<file path="src/rtl/mem_port_arbiter_pkg.sv">
// Shared definitions for the memory port arbiter: response owner encodings
// and the default boundary of the write-protected instruction region.
package mem_port_arbiter_pkg;

  typedef enum logic [1:0] {
    OWN_NONE = 2'd0,
    OWN_I    = 2'd1,
    OWN_D_RD = 2'd2,
    OWN_D_WR = 2'd3
  } owner_e;

  localparam int IROM_BASE_LIMIT = 4096;

endpackage

</file>
<file path="src/rtl/mem_port_arbiter_starve_cnt.sv">
// Counts consecutive cycles the instruction requester has waited and flags
// when it has waited long enough to override the load/store requester.
module mem_arb_starve_cnt #(
  parameter int STARVE_MAX = 4
) (
  input  logic clk,
  input  logic rst,
  input  logic i_if_req,
  input  logic i_if_gnt,
  output logic o_starve
);

  localparam int            CW    = (STARVE_MAX > 0) ? $clog2(STARVE_MAX + 1) : 1;
  localparam logic [CW-1:0] LIMIT = CW'(STARVE_MAX);

  logic [CW-1:0] r_wait_cnt;

  always_ff @(posedge clk) begin
    if (!rst) begin
      r_wait_cnt <= '0;
    end else if (!i_if_req || i_if_gnt) begin
      r_wait_cnt <= '0;
    end else if (r_wait_cnt < LIMIT) begin
      r_wait_cnt <= r_wait_cnt + 1'b1;
    end
  end

  // With STARVE_MAX of zero the flag never rises: strict load/store priority.
  assign o_starve = (STARVE_MAX != 0) && (r_wait_cnt >= LIMIT);

endmodule

</file>
<file path="src/rtl/mem_port_arbiter.sv">
// Shares one single-ported memory between instruction fetch (read-only) and
// load/store, one access per cycle, routing each 1-cycle-late response back.
module mem_port_arbiter
  import mem_port_arbiter_pkg::*;
#(
  parameter int AW         = 16,
  parameter int DW         = 32,
  parameter int IROM_LIMIT = IROM_BASE_LIMIT,
  parameter int STARVE_MAX = 4
) (
  input  logic          clk,
  input  logic          rst,
  input  logic          if_req_i,
  input  logic [AW-1:0] if_addr_i,
  output logic          if_gnt_o,
  output logic          if_rvalid_o,
  output logic [DW-1:0] if_rdata_o,
  input  logic          d_req_i,
  input  logic          d_we_i,
  input  logic [AW-1:0] d_addr_i,
  input  logic [DW-1:0] d_wdata_i,
  output logic          d_gnt_o,
  output logic          d_rvalid_o,
  output logic [DW-1:0] d_rdata_o,
  output logic          d_err_o,
  output logic          mem_read_o,
  output logic          mem_write_o,
  output logic [AW-1:0] mem_addr_o,
  output logic [DW-1:0] mem_wdata_o,
  input  logic [DW-1:0] mem_rdata_i
);

  owner_e        r_owner;
  owner_e        w_owner_next;
  logic          r_wr_fault;
  logic [AW-1:0] r_addr_hold;
  logic [DW-1:0] r_wdata_hold;
  logic [DW-1:0] r_if_rdata;
  logic [DW-1:0] r_d_rdata;

  logic w_starve;
  logic w_if_gnt;
  logic w_d_gnt;
  logic w_d_fault;
  logic w_if_resp;
  logic w_d_rd_resp;
  logic w_d_wr_resp;

  mem_arb_starve_cnt #(
    .STARVE_MAX(STARVE_MAX)
  ) u_starve_cnt (
    .clk      (clk),
    .rst      (rst),
    .i_if_req (if_req_i),
    .i_if_gnt (w_if_gnt),
    .o_starve (w_starve)
  );

  assign w_d_fault = (32'(d_addr_i) < 32'(IROM_LIMIT));

  // Grant and next owner; nothing is granted while reset is held.
  always_comb begin
    w_if_gnt     = 1'b0;
    w_d_gnt      = 1'b0;
    w_owner_next = OWN_NONE;
    if (rst) begin
      if (if_req_i && (!d_req_i || w_starve)) begin
        w_if_gnt     = 1'b1;
        w_owner_next = OWN_I;
      end else if (d_req_i) begin
        w_d_gnt      = 1'b1;
        w_owner_next = d_we_i ? OWN_D_WR : OWN_D_RD;
      end
    end
  end

  always_ff @(posedge clk) begin
    if (!rst) begin
      r_owner <= OWN_NONE;
    end else begin
      r_owner <= w_owner_next;
    end
  end

  assign if_gnt_o    = w_if_gnt;
  assign d_gnt_o     = w_d_gnt;
  assign mem_read_o  = w_if_gnt | (w_d_gnt & ~d_we_i);
  // A faulted write is still granted and acked, it just never reaches memory.
  assign mem_write_o = w_d_gnt & d_we_i & ~w_d_fault;
  assign mem_addr_o  = w_if_gnt ? if_addr_i : (w_d_gnt ? d_addr_i : r_addr_hold);
  assign mem_wdata_o = w_d_gnt ? d_wdata_i : r_wdata_hold;

  always_ff @(posedge clk) begin
    if (!rst) begin
      r_wr_fault   <= 1'b0;
      r_addr_hold  <= '0;
      r_wdata_hold <= '0;
    end else begin
      r_wr_fault <= w_d_gnt & d_we_i & w_d_fault;
      if (w_if_gnt || w_d_gnt) begin
        r_addr_hold <= mem_addr_o;
      end
      if (w_d_gnt) begin
        r_wdata_hold <= d_wdata_i;
      end
    end
  end

  // Responses are masked while reset is low so a pending one is dropped.
  assign w_if_resp   = rst && (r_owner == OWN_I);
  assign w_d_rd_resp = rst && (r_owner == OWN_D_RD);
  assign w_d_wr_resp = rst && (r_owner == OWN_D_WR);

  always_ff @(posedge clk) begin
    if (!rst) begin
      r_if_rdata <= '0;
      r_d_rdata  <= '0;
    end else begin
      if (w_if_resp) begin
        r_if_rdata <= mem_rdata_i;
      end
      if (w_d_rd_resp) begin
        r_d_rdata <= mem_rdata_i;
      end
    end
  end

  assign if_rvalid_o = w_if_resp;
  assign if_rdata_o  = w_if_resp ? mem_rdata_i : r_if_rdata;
  assign d_rvalid_o  = w_d_rd_resp | w_d_wr_resp;
  assign d_rdata_o   = w_d_rd_resp ? mem_rdata_i : r_d_rdata;
  assign d_err_o     = w_d_wr_resp & r_wr_fault;

endmodule

</file>
<file path="config.mk">
export PLATFORM = sky130hd
export DESIGN_NAME = mem_port_arbiter
export DESIGN_NICKNAME = d
export VERILOG_FILES = /design/src/rtl/mem_port_arbiter_pkg.sv /design/src/rtl/mem_port_arbiter_starve_cnt.sv /design/src/rtl/mem_port_arbiter.sv
export SDC_FILE = /design/constraint.sdc
export NUM_CORES = 1
export LEC_CHECK = 0
export CELL_PAD_IN_SITES_DETAIL_PLACEMENT = 1
export CELL_PAD_IN_SITES_GLOBAL_PLACEMENT = 1
export CORE_ASPECT_RATIO = 0.6
export CORE_MARGIN = 2
export CORE_UTILIZATION = 30
export CTS_BUF_LIST = sky130_fd_sc_hd__clkbuf_8 sky130_fd_sc_hd__clkbuf_16
export CTS_CLUSTER_DIAMETER = 200
export DETAILED_ROUTE_END_ITERATION = 10
export PLACE_DENSITY = 0.83
export RECOVER_POWER = 25
export SETUP_SLACK_MARGIN = 0.1
export SKIP_LAST_GASP = 1
export SLEW_MARGIN = 20
export SYNTH_ARGS = -nofsm -noshare
export SYNTH_HDL_FRONTEND = slang
export SYNTH_SLANG_ARGS = --single-unit
export TNS_END_PERCENT = 30
</file>
<file path="constraint.sdc">
create_clock -name clk -period 2.11 [get_ports clk]
set_clock_uncertainty 0.15 [all_clocks]
set_input_delay 0.211 -clock clk [delete_from_list [all_inputs] [get_ports clk]]
set_output_delay 0.211 -clock clk [all_outputs]
set_load 0.005 [all_outputs]
</file>
==> impl_metrics.json, run 1 <==
{
  "outcome": "finished with violations",
  "violations": "setup timing",
  "grt_pass1_vias": 5448,
  "mostFrequentLayoutCells": "clkdlybuf4s50_1 (133), dfxtp_1 (115), and2_1 (66), mux2_4 (40), nand2_1 (34)",
  "fin_nets": 896,
  "fillCellCount": 1815,
  "syn_area_per_cell_um2": 9.76,
  "drtIter0Drc": 202,
  "cp-end-kind": "output port",
  "leakage_nw": 4.05,
  "coreArea_um2": 16500,
  "clock-sinks": 118,
  "finalWorstSetupSlack_ns": -0.126,
  "min_period_ns": 2.24,
  "track_usage_pct": 21.3,
  "mappedNetlistArea_um2": 5130,
  "yosysWarnings": 0,
  "period_share_pct": 106,
  "h-tree-depth": 4,
  "finalWirelength_um": 19700,
  "synthDistinctLibCells": 32,
  "postCtsHoldBufs": 0,
  "path_max_fanout": 17,
  "start_kind": "flip-flop",
  "syn_nets": 628,
  "setup_viol": 85,
  "cts.path.max_buffers": 2,
  "synth_cells": 526,
  "routabilityCongestion": 0.763,
  "layout_commonest_cell": "clkdlybuf4s50_1",
  "firstDrtPassIters": 4,
  "drive_above_1_share_pct": 30.1,
  "die_y_um": 105,
  "die_width_um": 173,
  "cts_made_buffers": 17,
  "clkTransAtPathRegs_ns": 0.06,
  "crit_required_ns": 1.75,
  "cts_root_buf": "clkbuf_16",
  "grt_pass1_wl_um": 30600,
  "overflow": 0,
  "ys_ff_latch": 118,
  "io_buffer_count": 219,
  "tritoncts": "built",
  "final-hold-violation-count": 0,
  "remaining_drc_errors": 0,
  "routedWlPerCell_um": 19.0,
  "die_area_um2": 18200,
  "viasPerCell": 4.80,
  "vias": 4966,
  "hp-class": "input pin to flip-flop",
  "initial_core_util_pct": 31.1,
  "antenna_found_initial": 0,
  "power.density_nw_per_um2": 694,
  "antenna_cells": 0,
  "irDropWorstVdd_mv": 0.670,
  "crit_arrival_ns": 1.87,
  "drv_cap": 0,
  "yosysSeqAreaShare_pct": 46.0,
  "ant_nets": 0,
  "pre_cts_slack_ns": -0.318,
  "totalPowerFinal_mw": 6.23,
  "area_growth_pct": 75.0,
  "grt_max_degree": 80,
  "worstSkewPairLatency_ns": 0.40,
  "rsz0062_at_grt": "yes",
  "ioPinCount": 220,
  "fmax_mhz": 447,
  "worst_pin_slew_ns": 0.635,
  "row_count": 36,
  "drv_slew": 0,
  "critPathKind": "flip-flop to output port",
  "fin_util_pct": 54.5,
  "dp.final_hpwl_um": 12900,
  "relSlewSlack_pct": 57.6
}
==> worst max-delay path, cell delays in order, from the launching register on <==
cell	delay (ns)
dfxtp_4	0.38
and2_4	0.20
buf_12	0.16
o21ai_0	0.11
nand2_1	0.11
clkdlybuf4s50_1	0.50
==> flip-flops by register name, indices dropped and copies added (netlist names) <==
| signal | flops |
|---|---|
| r_d_rdata | 32 |
| r_if_rdata | 32 |
| r_wdata_hold | 32 |
| r_addr_hold | 16 |
| u_starve_cnt.r_wait_cnt | 3 |
| r_owner | 2 |
| r_wr_fault | 1 |
==> power breakdown <==
part / internal [mW] / total (mW) / switching [mW]
clock: 1.66 / 2.76 / 1.10
combinational: 0.667 / 1.12 / 0.451
sequential: 2.32 / 2.36 / 0.0348
==> through the flow <==
step | cells | TNS, ns | hold WS (ns) | instance area [um2]
after CTS | 1029 | -8.50 | 0.163 | 8930
final | 1035 | -5.69 | 0.200 | 8990
after global placement | 964 | -8.23 | 0.257 | 7780
after detailed placement | 964 | -11.23 | 0.286 | 7780
after floorplan | 526 | 0 | 0.171 | 5130
after global routing | 1035 | -12.16 | 0.227 | 8990
==> per-layer routing <==
layer / global-route usage [%] / wire, um
met1: 25.5 / 8630
met4: 5.21 / 212
met2: 38.5 / 9940
met5: 0 / 0
met3: 5.01 / 905
==> cell type report <==
| type | instances | area [um2] | area share (%) |
|---|---|---|---|
| Clock buffer | 18 | 439 | 4.89 |
| Clock inverter | 14 | 128 | 1.42 |
| Inverter | 1 | 3.75 | 0.0418 |
| Multi-Input combinational cell | 362 | 2720 | 30.3 |
| Sequential cell | 118 | 2370 | 26.4 |
| Tap cell | 228 | 285 | 3.17 |
| Timing Repair Buffer | 294 | 3040 | 33.8 |
==> cells in the mapped netlist, drive strengths merged <==
cell    count  area [um2]
nand3      33         165
a32oi      16         140
buf        18         116
inv         1        3.75
a21o        1        7.51
clkbuf     27         104
a21boi     33         251
o21ai      48         240
nor3b       1        7.51
and4        1        8.76
nor4        1        6.26
mux2       64         833
nor3        1        5.00
nand2b      1        6.26
ha          1        12.5
or2         1        6.26
nand2      34         128
o21a        1        7.51
nor2b       1        6.26
a21oi      32         160
and3        2        12.5
nor2       19        71.3
dfxtp     118        2360
and2       69         432
nand3b      2        40.0
==> worst paths after layout <==
| check | startpoint | end | slack (ns) | cells past startpoint |
|---|---|---|---|---|
| setup / recovery | u_starve_cnt.r_wait_cnt[2] | mem_wdata_o[14] | -0.13 | 5 |
| hold / removal | rst | r_addr_hold[13] | 0.20 | 4 |
| setup reg to reg | r_owner[0] | r_d_rdata[19] | 0.33 | 7 |
| hold reg to reg | u_starve_cnt.r_wait_cnt[0] | u_starve_cnt.r_wait_cnt[0] | 0.30 | 1 |
==> cells by family (layout without fill, tap and decap cells) <==
kind of cell / count (synthesis) / in the layout / synth area share, %
and+or+nand+nor: 166 / 166 / 17.4
AOI/OAI and AO/OA: 131 / 131 / 15.7
DFF: 118 / 118 / 46.0
muxes: 64 / 64 / 16.2
buffers and inverters: 46 / 327 / 4.36
adders and majority gates: 1 / 1 / 0.244
==> timing repair <==
item / in CTS / in global routing
endpoints found under the setup margin: 117 / 118
endpoints found under the hold margin: 0 / 0
gates resized for setup: 273 / 56
cloned: 8 / 2
pin swaps: 21 / 0
buffers inserted: 25 / 7
No activity file was read; power rests on OpenSTA's default activity.
==> inputs of run 2 (changes only) <==
--- a/config.mk
+++ b/config.mk
@@ -15,3 +15,3 @@
 export DETAILED_ROUTE_END_ITERATION = 10
-export PLACE_DENSITY = 0.83
+export PLACE_DENSITY_LB_ADDON = 0.05
 export RECOVER_POWER = 25
==> constraint.sdc (replaced) <==
create_clock -name clk -period 2.11 [get_ports clk]
set_clock_uncertainty 0.15 [all_clocks]
set_input_delay 0.5275 -clock clk [delete_from_list [all_inputs] [get_ports clk]]
set_output_delay 0.5275 -clock clk [all_outputs]
set_load 0.005 [all_outputs]
==> run 2 against run 1 <==
  * The flow still finishes with violations (setup timing)
  * Non-clock buffer count rose by 49
  * Via count rose by 4.4%
  * Final cell count rose by 4.7%
  * Combinational power barely moved
  * Die area did not move
  * Utilization rose by 4.2 points
  * Fmax fell by 9.5%
  * Largest power group unchanged
==> impl_metrics.json, run 2 (synthesis results as in run 1) <==
{
  "remaining_drc_errors": 0,
  "totalPowerFinal_mw": 6.59,
  "multi_input_area_um2": 2940,
  "tritoncts": "built",
  "switching_share_pct": 24.5,
  "layout_commonest_cell": "dfxtp_1",
  "initial_core_util_pct": 31.1,
  "clock-sinks": 118,
  "mostFrequentLayoutCells": "dfxtp_1 (115), clkdlybuf4s50_1 (98), buf_4 (75), and2_1 (66), mux2_4 (48)",
  "power_switching_mw": 1.61,
  "die_width_um": 173,
  "combPwrFrac_pct": 17.2,
  "period_share_pct": 117,
  "timing.rr.start": "r_owner[0]",
  "die_area_um2": 18200,
  "grt_pass1_wl_um": 30300,
  "setup_viol": 119,
  "die_y_um": 105,
  "crit_required_ns": 1.43,
  "worstSkewPairLatency_ns": 0.39,
  "leakage_nw": 4.68,
  "cp_top_family": "buffers and inverters",
  "antenna_cells": 0,
  "min_period_ns": 2.47,
  "drv_cap": 0,
  "start_kind": "flip-flop",
  "violations": "setup timing",
  "biggestRegsByFlops": "r_d_rdata (32), r_if_rdata (32), r_wdata_hold (32)",
  "postCtsHoldBufs": 0,
  "antenna_found_initial": 0,
  "fillCellCount": 1807,
  "cts_made_buffers": 17,
  "rsz0062_at_grt": "yes",
  "routedWlPerCell_um": 18.8,
  "clkTransAtPathRegs_ns": 0.05,
  "regArea_um2": 2370,
  "crit_buf_inv": 3,
  "path_max_fanout": 6,
  "grt_pass1_vias": 5471,
  "routabilityCongestion": 0.763,
  "viasPerCell": 4.78,
  "cp-end-kind": "output port",
  "area_growth_pct": 88.4,
  "seqPwrFrac_pct": 35.8,
  "fmax_mhz": 405,
  "drv_slew": 0,
  "grt_max_degree": 93,
  "ioPinCount": 220,
  "drive_above_1_share_pct": 38.1,
  "coreArea_um2": 16500,
  "cts_root_buf": "clkbuf_16",
  "cpPeakStageDelay_ns": 0.36,
  "outcome": "finished with violations",
  "io_buffer_count": 219,
  "cts.path.max_buffers": 2,
  "drtIter0Drc": 235,
  "worst_pin_slew_ns": 0.829,
  "ant_nets": 0,
  "crit_chain": "and2_4, clkbuf_16, buf_4, o21ai_2, nand2_1, dlygate4sd2_1",
  "finalWorstSetupSlack_ns": -0.361,
  "overflow": 0,
  "final-hold-violation-count": 0,
  "hp-class": "flip-flop to flip-flop",
  "row_count": 36,
  "fin_util_pct": 58.7,
  "crit_arrival_ns": 1.79,
  "fin_nets": 945,
  "power.density_nw_per_um2": 681,
  "finalWirelength_um": 20400,
  "critPathKind": "flip-flop to output port",
  "track_usage_pct": 21.0,
  "vias": 5185,
  "dp.final_hpwl_um": 12300,
  "worstSetupStartpoint": "u_starve_cnt.r_wait_cnt[2]",
  "p_int_mw": 4.97,
  "cpMaxStageDelayCell": "dfxtp_4",
  "relSlewSlack_pct": 44.8,
  "h-tree-depth": 4,
  "hold_start": "u_starve_cnt.r_wait_cnt[0]",
  "firstDrtPassIters": 4,
  "p_clk_share_pct": 47.0,
  "irDropWorstVdd_mv": 0.531
}
-- run 2: timing repair --
action                                  in CTS  in global routing
cloned                                       8                  5
hold endpoints to repair                     0                  0
buffers inserted                            22                 25
endpoints found under the setup margin     119                119
resized for setup                          270                166
pin swaps                                   22                 25
-- run 2: worst paths after layout --
| check | end | slack [ns] | cells after the start |
|---|---|---|---|
| worst max-delay path | mem_wdata_o[0] | -0.36 | 6 |
| worst min-delay path | u_starve_cnt.r_wait_cnt[0] | 0.29 | 1 |
| worst max register to register | r_if_rdata[0] | 0.46 | 6 |
| worst min register to register | u_starve_cnt.r_wait_cnt[0] | 0.29 | 1 |
-- run 2: stage by stage --
step / hold slack, ns / cell area [um2] / std cells / TNS, ns / worst slack (ns)
2_1_floorplan: 0.248 / 5150 / 526 / 0 / 0.101
5_1_grt: 0.311 / 9670 / 1084 / -36.44 / -0.415
3_3_place_gp: 0.258 / 8030 / 994 / -70.88 / -0.951
4_1_cts: 0.279 / 9190 / 1056 / -40.81 / -0.427
6_report: 0.288 / 9670 / 1084 / -29.16 / -0.361
3_5_place_dp: 0.265 / 8030 / 994 / -74.70 / -0.944
-- run 2: routing by layer --
metal / global-route usage, % / vias to the layer above / wire, um
li1: - / 2477 / -
met1: 27.5 / 2537 / 9520
met2: 34.3 / 155 / 9410
met3: 6.13 / 16 / 1250
met4: 4.60 / 0 / 182
met5: 0 / - / 0
-- run 2: area by class of cell --
class | instances | area share, %
repair buffers | 343 | 35.6
multi-input cells | 362 | 30.4
flip-flops and latches | 118 | 24.5
clock buffers | 17 | 4.40
well taps | 228 | 2.95
clock inverters | 15 | 2.10
inverters | 1 | 0.0388
-- run 2: power by group through the flow --
| stage | clock [mW] | combinational (mW) | sequential [mW] |
|---|---|---|---|
| 5_1_grt | 3.26 | 1.22 | 2.37 |
| 3_3_place_gp | 0 | 1.04 | 2.39 |
| 6_report | 3.09 | 1.13 | 2.36 |
| 3_5_place_dp | 0 | 1.06 | 2.40 |
| 4_1_cts | 3.15 | 1.12 | 2.35 |
| 2_1_floorplan | 0 | 0.385 | 2.39 |
==> inputs of run 3 (changes only) <==
CORE_MARGIN = 1   (was 2)
SLEW_MARGIN = unset   (was 20)
==> run 3 against run 2 <==
  * The run still ends with setup timing left
  * Count of clock-buffer cells in the layout stayed put
  * Hold slack worse by 0.013 ns
  * Total power down 0.75%
  * Fmax is 0.77% higher
  * Wire length rose by 11%
  * Critical path depth up 1
  * Highest routed layer is now met5
  * Utilization increased by 2.7 points
  * Die area fell by 3.0%
  * First-iteration DRC count is 6.4% higher
  * Worst setup slack better by 0.019 ns
==> impl_metrics.json, run 3 (synthesis results as in run 1) <==
{
  "routabilityCongestion": 0.758,
  "h-tree-depth": 4,
  "antenna_cells": 0,
  "period_share_pct": 116,
  "instances_no_fill": 1117,
  "totalPowerFinal_mw": 6.54,
  "rsz0062_at_grt": "yes",
  "finalWirelength_um": 22600,
  "ioPinCount": 220,
  "drv_slew": 0,
  "antenna_found_initial": 1,
  "cp-end-kind": "output port",
  "track_usage_pct": 23.7,
  "grt_pass1_vias": 5518,
  "violations": "setup timing",
  "timing.rr.start": "u_starve_cnt.r_wait_cnt[2]",
  "hp-class": "flip-flop to flip-flop",
  "drv_cap": 0,
  "reg2reg_depth": 9,
  "setup.worst_path.end": "mem_wdata_o[18]",
  "firstDrtPassIters": 5,
  "path_depth": 7,
  "worstSkewPairLatency_ns": 0.40,
  "clock-sinks": 118,
  "crit_chain": "buf_6, nand2_8, buf_12, buf_12, nand3_2, nand2_1, dlygate4sd2_1",
  "min_path_cells": 1,
  "tritoncts": "built",
  "relSlewSlack_pct": 47.1,
  "remaining_drc_errors": 0,
  "fin_util_pct": 61.4,
  "overflow": 0,
  "mostFrequentLayoutCells": "dfxtp_1 (115), buf_4 (109), clkdlybuf4s50_1 (95), and2_1 (67), buf_2 (59)",
  "path_max_fanout": 5,
  "critPathKind": "flip-flop to output port",
  "worstSetupStartpoint": "u_starve_cnt.r_wait_cnt[2]",
  "layout_commonest_cell": "dfxtp_1",
  "irDropWorstVdd_mv": 0.556,
  "placedCellCount": 992,
  "area_growth_pct": 97.1,
  "final-hold-violation-count": 0,
  "initial_core_util_pct": 31.1,
  "fillCellCount": 1762,
  "rrSetupSlack_ns": 0.35,
  "pre_cts_slack_ns": -0.999,
  "crit_arrival_ns": 1.77,
  "cp_common_cell": "buf_12",
  "die_area_um2": 17700,
  "crit_required_ns": 1.43,
  "r2r-end": "r_addr_hold[14]",
  "leakage_nw": 4.66,
  "coreArea_um2": 16500,
  "cpMaxStageDelayCell": "dfxtp_4",
  "start_kind": "flip-flop",
  "dp.final_hpwl_um": 12200,
  "die_width_um": 171,
  "worst_pin_slew_ns": 0.793,
  "drive_above_1_share_pct": 49.2,
  "outcome": "finished with violations",
  "fin_nets": 979,
  "fmax_mhz": 408,
  "ant_nets": 0,
  "crit_buf_inv": 4,
  "cts_root_buf": "clkbuf_16",
  "setup_viol": 118,
  "cpPeakStageDelay_ns": 0.38,
  "vias": 5408,
  "grt_max_degree": 93,
  "clkTransAtPathRegs_ns": 0.05,
  "min_period_ns": 2.45,
  "io_buffer_count": 219,
  "cp_top_family": "buffers and inverters",
  "drtIter0Drc": 250,
  "routedWlPerCell_um": 20.2,
  "cts.path.max_buffers": 2,
  "biggestRegsByFlops": "r_d_rdata (32), r_if_rdata (32), r_wdata_hold (32)",
  "grt_pass1_wl_um": 31300,
  "finalWorstSetupSlack_ns": -0.342,
  "die_y_um": 103,
  "cts_made_buffers": 17,
  "row_count": 36,
  "power.density_nw_per_um2": 646,
  "viasPerCell": 4.84
}
==> run 3: how the worst min path moves through the flow <==
stage	startpoint	end	slack (ns)
5_1_grt	u_starve_cnt.r_wait_cnt[0]	u_starve_cnt.r_wait_cnt[0]	0.29
3_5_place_dp	u_starve_cnt.r_wait_cnt[0]	u_starve_cnt.r_wait_cnt[0]	0.27
4_1_cts	u_starve_cnt.r_wait_cnt[0]	u_starve_cnt.r_wait_cnt[0]	0.27
3_3_place_gp	u_starve_cnt.r_wait_cnt[0]	u_starve_cnt.r_wait_cnt[0]	0.26
2_1_floorplan	u_starve_cnt.r_wait_cnt[0]	u_starve_cnt.r_wait_cnt[0]	0.25
6_report	u_starve_cnt.r_wait_cnt[0]	u_starve_cnt.r_wait_cnt[0]	0.28
==> run 3: timing repair <==
item	CTS	global route
resized for setup	518	109
hold buffers	0	0
gates cloned	13	2
pin swaps	38	13
endpoints found under the setup margin	119	119
buffers inserted	56	25
==> run 3: report_power, final <==
group	switching [mW]	total (mW)	internal, mW
Clock	1.08	2.92	1.84
Combinational	0.528	1.25	0.727
Sequential	0.0420	2.36	2.32
Total	1.65	6.54	4.89
==> run 3: metrics by stage <==
stage | setup TNS (ns) | hold slack [ns] | instance area [um2]
after global routing | -34.87 | 0.291 | 10100
after global placement | -70.04 | 0.259 | 8010
final | -27.84 | 0.275 | 10100
after floorplan | 0 | 0.248 | 5150
after detailed placement | -74.84 | 0.266 | 8010
after CTS | -32.38 | 0.275 | 9640
==> run 3: layout make-up <==
class | instances | area (um2) | area share [%]
clock buffers | 17 | 425 | 4.20
clock inverters | 14 | 163 | 1.61
inverters | 1 | 3.75 | 0.0371
flip-flops and latches | 118 | 2370 | 23.4
well taps | 228 | 285 | 2.82
repair buffers | 377 | 3610 | 35.6
multi-input cells | 362 | 3270 | 32.3
==> run 3: worst reg2reg max path, stage by stage (launching register included) <==
cell and delay, ns:
dfxtp_4 0.38, nand2b_4 0.17, buf_12 0.14, buf_6 0.11
a32oi_2 0.11, buf_4 0.16, buf_4 0.12, buf_4 0.12
buf_4 0.12, a21oi_1 0.12
==> run 3: layer usage <==
metal | up-vias | part of all wire [%] | track usage [%]
li1 | 2542 | - | -
met1 | 2666 | 46 | 31.5
met2 | 170 | 47 | 38.6
met3 | 28 | 6.0 | 5.56
met4 | 2 | 1.5 | 7.14
met5 | - | 0.058 | 0
==> variant 1 (settings of run 3) <==
Reset style: asynchronous (`rst`), changed in 4 clocked blocks.
--- a/src/rtl/mem_port_arbiter_starve_cnt.sv
+++ b/src/rtl/mem_port_arbiter_starve_cnt.sv
@@ -15,7 +15,7 @@
 
   logic [CW-1:0] r_wait_cnt;
 
-  always_ff @(posedge clk) begin
+  always_ff @(posedge clk or negedge rst) begin
     if (!rst) begin
       r_wait_cnt <= '0;
     end else if (!i_if_req || i_if_gnt) begin
--- a/src/rtl/mem_port_arbiter.sv
+++ b/src/rtl/mem_port_arbiter.sv
@@ -74,7 +74,7 @@
     end
   end
 
-  always_ff @(posedge clk) begin
+  always_ff @(posedge clk or negedge rst) begin
     if (!rst) begin
       r_owner <= OWN_NONE;
     end else begin
@@ -90,7 +90,7 @@
   assign mem_addr_o  = w_if_gnt ? if_addr_i : (w_d_gnt ? d_addr_i : r_addr_hold);
   assign mem_wdata_o = w_d_gnt ? d_wdata_i : r_wdata_hold;
 
-  always_ff @(posedge clk) begin
+  always_ff @(posedge clk or negedge rst) begin
     if (!rst) begin
       r_wr_fault   <= 1'b0;
       r_addr_hold  <= '0;
@@ -111,7 +111,7 @@
   assign w_d_rd_resp = rst && (r_owner == OWN_D_RD);
   assign w_d_wr_resp = rst && (r_owner == OWN_D_WR);
 
-  always_ff @(posedge clk) begin
+  always_ff @(posedge clk or negedge rst) begin
     if (!rst) begin
       r_if_rdata <= '0;
       r_d_rdata  <= '0;
Check against the original RTL: differs if rst is asserted again (counterexample within 4 cycles, from zero or initial values and one cycle with rst low); with rst held inactive, the same outputs for 10 cycles.
==> variant 1 against run 3 <==
The run ends with DRC, setup timing left. Setup slack got worse by 0.14 ns. Maximum frequency down 5.3%. Area after synthesis decreased by 5.4%. Routed wire length down 25%. Total power is 24% higher. Sequential cell count is the same. First-iteration DRC count down 39%. Design area is 10% lower. Critical path type is now primary input to primary output.
==> variant 1: results (changes against run 3) <==
.. list-table::
   :header-rows: 1

   * - Metric
     - Value
   * - GR Layer Usage met3
     - 6.949% (was 5.556%)
   * - Source of the worst hold timing path
     - r_d_rdata[13] (was u_starve_cnt.r_wait_cnt[0])
   * - Hold WS
     - 0.3420 ns (was 0.2753 ns)
   * - Proportion of synthesized flip-flops having asynchronous set or reset
     - 100.0% (was 0%)
   * - Fin Setup TNS
     - -45.61 ns (was -27.84 ns)
   * - Main combinational cell family by area after synthesis
     - multiplexers (was simple AND/OR/NAND/NOR gates)
   * - Mapped Cells
     - 306 (was 526)
   * - Highest metal used
     - met4 (was met5)
   * - Signal arrival time at the worst endpoint
     - 1.91 ns (was 1.77 ns)
   * - Number of global-route vias before repair
     - 4489 (was 5518)
   * - Run status
     - complete, but fails checks (unchanged)
   * - Total global routing track utilization
     - 21.16% (was 23.73%)
   * - Post-route DRC violation count
     - 11 (was 0)
   * - Final-report setup violation count
     - 119 (was 118)
   * - Total instance count after detailed placement
     - 757 (was 992)
   * - Synth unique cells
     - 28 (was 32)
   * - Mux contribution to synthesized area
     - 24.79% (was 16.23%)
   * - Violations in the final reports
     - DRC, setup timing (was setup timing)
   * - Setup repair bufs after CTS
     - 35 (was 56)
   * - GPL Wtd Cong
     - 0.6966 (was 0.7582)
   * - Fraction of final layout cells with drive strength greater than 1
     - 50.16% (was 49.16%)
   * - Routed WL per cell
     - 19.92 um (was 20.23 um)
   * - Met3 wirelength from detailed routing
     - 1315 um (was 1345 um)
   * - Dpl hpwl
     - 10400 um (was 12170 um)
   * - Post-layout worst setup margin
     - -0.4791 ns (was -0.3418 ns)
   * - Launch point of the worst reg-to-reg path
     - u_starve_cnt.r_wait_cnt[2] (unchanged)
   * - Filler cell count in the final layout
     - 1526 (was 1762)
   * - Via-to-Cell Ratio
     - 4.673 (was 4.842)
   * - Endpoint of the most critical register-to-register path
     - r_addr_hold[2] (was r_addr_hold[14])
   * - Worst reg-to-reg path cell count
     - 6 (was 9)
   * - Vias
     - 3958 (was 5408)
   * - Slew at the pin closest to its max-slew limit
     - 1.446 ns (was 0.7932 ns)
   * - Cell Area, Placed
     - 7635 um^2 (was 8005 um^2)
   * - Pin count of the biggest net entering global routing
     - 51 (was 93)
## variant 1: cell count changes in the layout (fill, tap and decap cells not counted), moves of 22 or more
cell,delta
sky130_fd_sc_hd__and2_1,-51
sky130_fd_sc_hd__dfrtp_1,+117
sky130_fd_sc_hd__mux2_4,+27
sky130_fd_sc_hd__a21oi_1,-26
sky130_fd_sc_hd__a21boi_0,-31
sky130_fd_sc_hd__a221o_1,+32
sky130_fd_sc_hd__buf_2,-36
sky130_fd_sc_hd__dfxtp_1,-115
sky130_fd_sc_hd__buf_6,+27
sky130_fd_sc_hd__buf_4,-49
sky130_fd_sc_hd__nand2_1,-22
## variant 1: cell type report
| cell class | instances | area, um^2 | share of cell area (%) |
|---|---|---|---|
| timing repair buffer | 326 | 3288 | 36.18 |
| sequential | 118 | 2954 | 32.50 |
| multi-input combinational | 165 | 1979 | 21.78 |
| clock buffer | 19 | 452.9 | 4.983 |
| tap | 203 | 254.0 | 2.795 |
| clock inverter | 13 | 146.4 | 1.611 |
| inverter | 3 | 13.76 | 0.1514 |
==> variant 2 (config.mk and constraints of run 3) <==
Made on the original files. Change the parameter `DW` from 32 to 48.
--- a/src/rtl/mem_port_arbiter.sv
+++ b/src/rtl/mem_port_arbiter.sv
@@ -4,7 +4,7 @@
   import mem_port_arbiter_pkg::*;
 #(
   parameter int AW         = 16,
-  parameter int DW         = 32,
+  parameter int DW         = 48,
   parameter int IROM_LIMIT = IROM_BASE_LIMIT,
   parameter int STARVE_MAX = 4
 ) (
Interface: changed (5 resized); port bits go from 220 to 300. No check against the original RTL was run, so the function may have changed too.
==> variant 2 against run 3 <==
The run still ends with setup timing left. Routed wire length is 29% higher. Area after synthesis is 37% higher. Design area is 31% higher. Die area is 36% higher. First-iteration DRC count is 15% lower. Sequential cell count is 48 higher. Maximum frequency is 5.8% lower. Setup slack worse by 0.15 ns. Synthesized cell count is 37% higher. Via count is 29% higher. Total power is 26% higher. Critical path type unchanged. Largest cell class unchanged.
==> variant 2: results (changes against run 3) <==
.. list-table::
   :header-rows: 1

   * - Metric
     - Value
   * - Starting DRT DRC Count
     - 212 (was 250)
   * - Synth Net Count
     - 852 (was 628)
   * - Violations in the final reports
     - setup timing (unchanged)
   * - Total iterations of the first detailed-routing run
     - 4 (was 5)
   * - Multi-input combinational gate total
     - 490 (was 362)
   * - Final-report setup violation count
     - 167 (was 118)
   * - Signal arrival time at the worst endpoint
     - 1.93 ns (was 1.77 ns)
   * - Top Registers
     - r_d_rdata x48, r_if_rdata x48, r_wdata_hold x48 (was r_d_rdata x32, r_if_rdata x32, r_wdata_hold x32)
   * - Filler cell count in the final layout
     - 2445 (was 1762)
   * - Max stage delay on crit path
     - 0.32 ns (was 0.38 ns)
   * - Synthesized-area fraction occupied by adder cells
     - 0.1783% (was 0.2437%)
   * - Net count of the finished layout
     - 1276 (was 979)
   * - Fraction of final layout cells with drive strength greater than 1
     - 35.62% (was 49.16%)
   * - Mux contribution to synthesized area
     - 16.96% (was 16.23%)
   * - Post-Route WL
     - 29220 um (was 22600 um)
   * - Portion of the layout cell area used by non-clock buffers
     - 36.66% (was 35.65%)
   * - Row count
     - 42 (was 36)
   * - Leakage
     - 6.493 nW (was 4.663 nW)
   * - Latest clock arrival within the worst-skew pair
     - 0.43 ns (was 0.40 ns)
   * - Critical-path maximum fanout
     - 6 (was 5)
   * - Worst relative slew slack
     - 60.40% (was 47.12%)
   * - Clock buffer count in the final layout
     - 21 (was 17)
   * - Run status
     - complete, but fails checks (unchanged)
   * - Portion of the post-synthesis area used by sequential elements
     - 47.36% (was 46.02%)
   * - Number of sinks handled by clock tree synthesis
     - 166 (was 118)
   * - Complex-gate fraction of the synthesized area
     - 14.30% (was 15.72%)
   * - Pin count of the biggest net entering global routing
     - 66 (was 93)
   * - Proportion of cell area occupied by multi-input gates
     - 30.41% (was 32.28%)
   * - Post-layout worst setup margin
     - -0.4937 ns (was -0.3418 ns)
   * - Number of buffers added on ports
     - 299 (was 219)
   * - Hold WS
     - 0.2927 ns (was 0.2753 ns)
   * - Top area cells in the synthesized netlist
     - sky130_fd_sc_hd__dfxtp_1 (47%), sky130_fd_sc_hd__mux2_2 (11%), sky130_fd_sc_hd__and2_1 (8.9%) (was sky130_fd_sc_hd__dfxtp_1 (46%), sky130_fd_sc_hd__mux2_4 (8.8%), sky130_fd_sc_hd__and2_1 (8.4%))
   * - Signal buffers
     - 466 (was 377)
## variant 2: worst max path at each step
stage / to / start / cells after the start / slack [ns]
3_5_place_dp: mem_wdata_o[40] / if_req_i / 6 / -0.90
2_1_floorplan: d_rdata_o[27] / rst / 4 / 0.1
3_3_place_gp: mem_wdata_o[40] / if_req_i / 6 / -0.88
4_1_cts: mem_wdata_o[39] / u_starve_cnt.r_wait_cnt[2] / 5 / -0.54
6_report: if_rdata_o[38] / r_owner[1] / 6 / -0.49
5_1_grt: if_rdata_o[45] / r_owner[1] / 6 / -0.55
## variant 2: power groups by stage
| stage | clock, mW | combinational, mW | sequential (mW) |
|---|---|---|---|
| floorplan | 0 | 0.495 | 3.35 |
| global placement | 0 | 1.35 | 3.36 |
| detailed placement | 0 | 1.35 | 3.36 |
| CTS | 3.45 | 1.40 | 3.29 |
| global route | 3.61 | 1.65 | 3.32 |
| finish | 3.38 | 1.54 | 3.31 |
## variant 2: per-stage QoR
step                worst slack, ns  std cells  power [mW]
floorplan                   0.09999        718       3.845
global placement            -0.8803       1314       4.706
detailed placement          -0.8988       1314       4.713
CTS                         -0.5406       1372       8.142
global route                -0.5451       1462       8.579
finish                      -0.4937       1462       8.234
## variant 2: routing by layer
metal | routed length (um) | vias to the layer above | GRT usage [%]
met4 | 276 | 4 | 4.962
li1 | - | 3335 | -
met5 | 27 | - | 0
met1 | 13230 | 3414 | 27.42
met2 | 13650 | 178 | 32.19
met3 | 2035 | 29 | 7.057
## variant 2: timing repair
action                     in CTS  in global routing
gates resized for setup       212                341
setup buffers                  18                 79
pin swaps                      10                 35
setup endpoints to repair     167                167
hold endpoints to repair        0                  0
gates cloned                    9                 13
